`config.mk`:
```
export PLATFORM = sky130hd
export DESIGN_NAME = mem_req_initiator
export DESIGN_NICKNAME = d
export VERILOG_FILES = /design/src/rtl/mem_req_initiator.sv
export SDC_FILE = /design/constraint.sdc
export NUM_CORES = 1
export LEC_CHECK = 0
export ABC_AREA = 1
export ABC_CLOCK_PERIOD_IN_PS = 3500
export CORE_ASPECT_RATIO = 0.6
export CORE_MARGIN = 10
export CORE_UTILIZATION = 30
export CTS_CLUSTER_SIZE = 28
export DETAILED_ROUTE_END_ITERATION = 10
export DONT_BUFFER_PORTS = 1
export SYNTH_ARGS = -nofsm -noshare
export SYNTH_HDL_FRONTEND = slang
export SYNTH_SLANG_ARGS = --single-unit
export TNS_END_PERCENT = 1
```
`constraint.sdc`:
```
create_clock -name clk -period 3.5 [get_ports clk]
set_input_delay 0.875 -clock clk [delete_from_list [all_inputs] [get_ports clk]]
set_output_delay 0.875 -clock clk [all_outputs]
set_load 0.01 [all_outputs]
```
`src/rtl/mem_req_initiator.sv`:
```
// Request initiator for the DPI RAM model: a single-entry request stage feeding the
// read/write request ports, per-direction credit counters and an in-order read tag FIFO.
module mem_req_initiator #(
    parameter int MAX_OUTSTANDING = 4,
    parameter int AW = 64,
    parameter int DW = 64
) (
    input  logic                             clk,
    input  logic                             rst_n,
    input  logic                             cmd_valid,
    output logic                             cmd_ready,
    input  logic                             cmd_write,
    input  logic [AW-1:0]                    cmd_addr,
    input  logic [DW-1:0]                    cmd_wdata,
    output logic                             rvalid,
    output logic [AW-1:0]                    raddr,
    input  logic                             readReady,
    output logic                             wvalid,
    output logic [AW-1:0]                    waddr,
    output logic [DW-1:0]                    wdata,
    input  logic                             writeReady,
    input  logic                             readfin,
    input  logic [DW-1:0]                    rdata,
    input  logic                             writefin,
    output logic                             rsp_valid,
    output logic [AW-1:0]                    rsp_addr,
    output logic [DW-1:0]                    rsp_data,
    output logic [$clog2(MAX_OUTSTANDING):0] rd_outstanding,
    output logic [$clog2(MAX_OUTSTANDING):0] wr_outstanding,
    output logic                             busy,
    output logic                             err_unexpected
);

    localparam int CW = $clog2(MAX_OUTSTANDING) + 1;
    localparam int PW = $clog2(MAX_OUTSTANDING);
    localparam logic [CW-1:0] MaxCnt = CW'(MAX_OUTSTANDING);

    logic          pend_q, pend_d;
    logic          reqWrite_q, reqWrite_d;
    logic [AW-1:0] reqAddr_q, reqAddr_d;
    logic [DW-1:0] reqData_q, reqData_d;

    logic [AW-1:0] raddrHold_q;
    logic [AW-1:0] waddrHold_q;
    logic [DW-1:0] wdataHold_q;

    logic [CW-1:0] rdCnt_q, rdCnt_d;
    logic [CW-1:0] wrCnt_q, wrCnt_d;

    logic [AW-1:0] tagMem_q [MAX_OUTSTANDING];
    logic [PW-1:0] tagWrPtr_q;
    logic [PW-1:0] tagRdPtr_q;

    logic          rspValid_q;
    logic [AW-1:0] rspAddr_q;
    logic [DW-1:0] rspData_q;
    logic          err_q;

    logic pendRd, pendWr;
    logic hsRd, hsWr;
    logic accept;
    logic popRd, popWr;
    logic finErr;

    assign pendRd = pend_q & ~reqWrite_q;
    assign pendWr = pend_q & reqWrite_q;

    assign rvalid = pendRd & (rdCnt_q < MaxCnt);
    assign wvalid = pendWr & (wrCnt_q < MaxCnt);
    assign hsRd   = rvalid & readReady;
    assign hsWr   = wvalid & writeReady;

    assign cmd_ready = ~pend_q | hsRd | hsWr;
    assign accept    = cmd_valid & cmd_ready;

    // A fin with nothing outstanding is flagged instead of underflowing the counter.
    assign popRd  = readfin & (rdCnt_q != '0);
    assign popWr  = writefin & (wrCnt_q != '0);
    assign finErr = (readfin & ~popRd) | (writefin & ~popWr);

    // The RAM derives ready from the address, so it is shown even while valid is held off.
    assign raddr = pendRd ? reqAddr_q : raddrHold_q;
    assign waddr = pendWr ? reqAddr_q : waddrHold_q;
    assign wdata = pendWr ? reqData_q : wdataHold_q;

    assign rsp_valid      = rspValid_q;
    assign rsp_addr       = rspAddr_q;
    assign rsp_data       = rspData_q;
    assign rd_outstanding = rdCnt_q;
    assign wr_outstanding = wrCnt_q;
    assign busy           = pend_q | (rdCnt_q != '0) | (wrCnt_q != '0);
    assign err_unexpected = err_q;

    always_comb begin
        pend_d     = pend_q;
        reqWrite_d = reqWrite_q;
        reqAddr_d  = reqAddr_q;
        reqData_d  = reqData_q;
        if (accept) begin
            pend_d     = 1'b1;
            reqWrite_d = cmd_write;
            reqAddr_d  = cmd_addr;
            reqData_d  = cmd_wdata;
        end else if (hsRd | hsWr) begin
            pend_d = 1'b0;
        end
        rdCnt_d = rdCnt_q + {{(CW-1){1'b0}}, hsRd} - {{(CW-1){1'b0}}, popRd};
        wrCnt_d = wrCnt_q + {{(CW-1){1'b0}}, hsWr} - {{(CW-1){1'b0}}, popWr};
    end

    always_ff @(posedge clk or negedge rst_n) begin
        if (!rst_n) begin
            pend_q      <= 1'b0;
            reqWrite_q  <= 1'b0;
            reqAddr_q   <= '0;
            reqData_q   <= '0;
            raddrHold_q <= '0;
            waddrHold_q <= '0;
            wdataHold_q <= '0;
            rdCnt_q     <= '0;
            wrCnt_q     <= '0;
            err_q       <= 1'b0;
        end else begin
            pend_q     <= pend_d;
            reqWrite_q <= reqWrite_d;
            reqAddr_q  <= reqAddr_d;
            reqData_q  <= reqData_d;
            rdCnt_q    <= rdCnt_d;
            wrCnt_q    <= wrCnt_d;
            if (pendRd) begin
                raddrHold_q <= reqAddr_q;
            end
            if (pendWr) begin
                waddrHold_q <= reqAddr_q;
                wdataHold_q <= reqData_q;
            end
            if (finErr) begin
                err_q <= 1'b1;
            end
        end
    end

    // Occupancy of the tag FIFO always equals rdCnt_q, so credit gating keeps it from overflowing.
    always_ff @(posedge clk) begin
        if (hsRd) begin
            tagMem_q[tagWrPtr_q] <= reqAddr_q;
        end
    end

    always_ff @(posedge clk or negedge rst_n) begin
        if (!rst_n) begin
            tagWrPtr_q <= '0;
            tagRdPtr_q <= '0;
            rspValid_q <= 1'b0;
            rspAddr_q  <= '0;
            rspData_q  <= '0;
        end else begin
            rspValid_q <= popRd;
            if (hsRd) begin
                tagWrPtr_q <= tagWrPtr_q + 1'b1;
            end
            if (popRd) begin
                tagRdPtr_q <= tagRdPtr_q + 1'b1;
                rspAddr_q  <= tagMem_q[tagRdPtr_q];
                rspData_q  <= rdata;
            end
        end
    end

endmodule

```
==> metrics.md <==
| Metric | Value |
|---|---|
| CTS tree | `done` |
| Post-synth EDFFs | `256` |
| Die ar. | `104,000 µm²` |
| CTS clk-pin slew, worst paths | `0.06 ns` |
| Non-Filler Instances | `3,713` |
| Worst clock skew | `0.0249 ns` |
| Synthesized instance count | `2,471` |
| Iteration-0 DRC count of the detailed router | `1,266` |
| I/O Buffers | `0` |
| Die width | `409 µm` |
| Post-synth top area cell | `dfrtp_1` |
| Relative slew slack | `-0.0313` |
| Initial core utilization | `0.303` |
| Startpoint Class | `flop` |
| Postcts setup bufs | `0` |
| RSZ-0062 raised after global routing | `yes` |
| WS Path Type | `flop to primary output` |
| Final nets | `2,643` |
| Largest net degree at the start of global routing | `463` |
| Peak fanout along the critical path | `25` |
| Failing checks | `max-slew violations` |
| Synth Area in Compound Gates | `0.0592` |
| Setup crit start | `pend_q$_DFFE_PN0P_` |
| DR WL/cell | `20.6 µm` |
| Drt drc | `0` |
| Mux cell area share after synthesis | `0.0265` |
| Netlist cell types | `25` |
| Final WL | `76,600 µm` |
| Drt pass-1 iters | `5` |
| Most frequent cell after synthesis | `nand2_1` |
| Global route overflow | `0` |
| Vias per Instance | `4.55` |
| CTS root buf | `clkbuf_16` |
| Pre-CTS setup slack | `0.655 ns` |
| Final setup margin | `0.140 ns` |
| Vias | `16,900` |
| Synth Area in Simple Gates | `0.163` |
| Vias in the first global route | `16,700` |
| Placed insts | `3,575` |
| Max Cap Viol | `0` |
| Hpwl dp | `48,200 µm` |
| Num CTS Buffers | `73` |
| Post-synthesis xor/xnor area fraction | `0.00161` |
| Worst-case clock buffer depth | `3` |
| Highest ir drop seen on vdd | `0.667 mV` |
| Fill cells | `8,979` |
| HP Class | `primary input to asynchronous set/reset pin` |
| Tmin final | `3.36 ns` |
| Asr flop ratio synth | `0.643` |
| # IOs | `532` |
| Post-Synth Adder-Cell Area | `0.00423` |
| Seq/Total Area, Yosys | `0.708` |
| Maximum clock frequency | `0.298 GHz` |
| Worst-skew pair later-pin latency | `0.63 ns` |
| Synth Register Bits | `718` |
| Layout cells sized above 1 | `0.0898` |
| Synth Warn # | `0` |
| Post-Syn Area | `27,200 µm²` |
| Crit path arrival time | `2.48 ns` |
| Prevailing post-synth register cell | `dfrtp_1` |
| Chip height | `253 µm` |
| Total clock sinks | `718` |
| FF/Latch Area | `19,300 µm²` |
| CP Capture Type | `primary output` |
| Crit path max-delay family | `flip-flops` |
| Final Cycle Share | `0.960` |
| Cell Pwr Density | `991 nW/µm²` |
| Net count after synthesis | `2,679` |
| Req. time, crit path | `2.62 ns` |
| Slowest stage delay, CP | `0.58 ns` |
| Most frequent cells after synthesis | `784 x nand2_1, 462 x dfrtp_1, 294 x o21ai_0` |
| Multi-input logic area | `6990 µm²` |
| Largest family of logic cells by synthesized area | `simple AND/OR/NAND/NOR gates` |
| Global Route Usage Sum | `0.141` |
| Worst r2r src | `pend_q$_DFFE_PN0P_` |
| Least-Margin Pin Slew | `1.55 ns` |
| Final hold vios | `0` |
| # setup viols final | `0` |
| Detail Route Antenna Nets | `0` |
| H-Tree Depth | `3` |
| Initial antenna violation count | `3` |
| Post-synthesis average cell area | `11.0 µm²` |
| CP max stage cell | `dfrtp_1` |
| Rows | `85` |
| Core area | `89,800 µm²` |
| First-pass GRT wire length | `113,000 µm` |
| Critical Path, Cell by Cell | `nand2_4 -> buf_4 -> o21ai_0` |
| Status | `finished with violations` |
| Layout area overhead | `13.8%` |
| Top cells by area, synth | `dfrtp_1 43%, edfxtp_1 28%, nand2_1 11%` |
| Pins Over Slew Limit | `53` |
| Proportion of netlist area held by the largest area contributor | `0.425` |
| Placer's final routability congestion estimate | `0.760` |
| Static Leak | `13.5 nW` |
| Critical path buffers and inverters | `1` |
-- what timing repair did --
action / CTS / global route
gates resized for setup: 3 / 18
endpoints found under the setup margin: 5 / 34
endpoints found under the hold margin: 286 / 79
-- metal layers --
layer	GRT usage	vias up	wire [µm]
met1	0.182	8352	33100
met5	0	-	0
met3	0.0452	110	4910
li1	-	8054	-
met2	0.228	384	36800
met4	0.0400	0	1820
-- cell type report --
| cell class | instances | area share |
|---|---|---|
| clock buffer | 112 | 0.0712 |
| sequential | 718 | 0.622 |
| antenna | 1 | 0.0000809 |
| multi-input combinational | 1525 | 0.226 |
| tap | 1218 | 0.0493 |
| timing repair buffer | 37 | 0.0166 |
| clock inverter | 22 | 0.00489 |
| inverter | 80 | 0.0100 |
-- logic make-up (layout without fill, tap and decap cells) --
| logic type | after synthesis | count (layout) |
|---|---|---|
| xor+xnor | 5 | 5 |
| buf+inv | 228 | 251 |
| mux | 64 | 64 |
| fa+ha+maj | 8 | 8 |
| other cells | 0 | 1 |
| flops | 718 | 718 |
| simple gates | 1126 | 1126 |
| compound gates | 322 | 322 |
-- final timing paths --
kind                                                    end  slack, ns  cells past startpoint
worst max-delay path                              waddr[20]       0.14                      3
max in group asynchronous         reqData_q[22]$_DFFE_PN0P_       2.30                      0
min in group clk                   rsp_data[41]$_DFFE_PN0P_       0.35                      2
worst max register to register  wr_outstanding[1]$_DFF_PN0_       1.00                      7
worst min-delay path              tagRdPtr_q[1]$_DFFE_PN0P_       0.08                      0
worst min register to register    reqData_q[14]$_DFFE_PN0P_       0.47                      2
-- placed cells by master, fill, tap and decap left out, drive strengths merged, types with 2 or more instances in the layout --
cell type	instances
clkbuf	112
nand4	2
o21ai	321
edfxtp	256
clkinv	9
nand3	134
fa	2
clkinvlp	2
dfrtp	462
xor2	4
nand2	785
nor2	205
buf	37
inv	91
ha	6
mux2	64
-- registers in the layout, summed over array words and instances (netlist names) --
name,flops
wr_outstanding,3
reqWrite_q,1
raddrHold_q,64
waddrHold_q,64
tagWrPtr_q,2
reqData_q,64
rd_outstanding,3
rsp_valid,1
wdataHold_q,64
rsp_addr,64
rsp_data,64
tagRdPtr_q,2
tagMem_q,256
pend_q,1
reqAddr_q,64
err_unexpected,1
-- power breakdown --
part | internal, mW | switching, mW
combinational | 2.53 | 6.30
clock | 4.38 | 3.34
sequential | 11.8 | 2.28
-- stage by stage --
step | setup TNS [ns] | util | hold slack (ns) | total power [mW] | cell area, µm²
finish | 0 | 0.345 | 0.0761 | 30.7 | 30900
global route | -0.375 | 0.345 | -0.0251 | 32.8 | 30900
CTS | -0.00458 | 0.344 | -0.100 | 31.2 | 30900
detailed placement | 0 | 0.318 | 0.455 | 23.3 | 28500
global placement | 0 | 0.318 | 0.456 | 23.1 | 28500
floorplan | -185.80 | - | 0.435 | 19.9 | 27200
(Power assumes the default switching activity.)
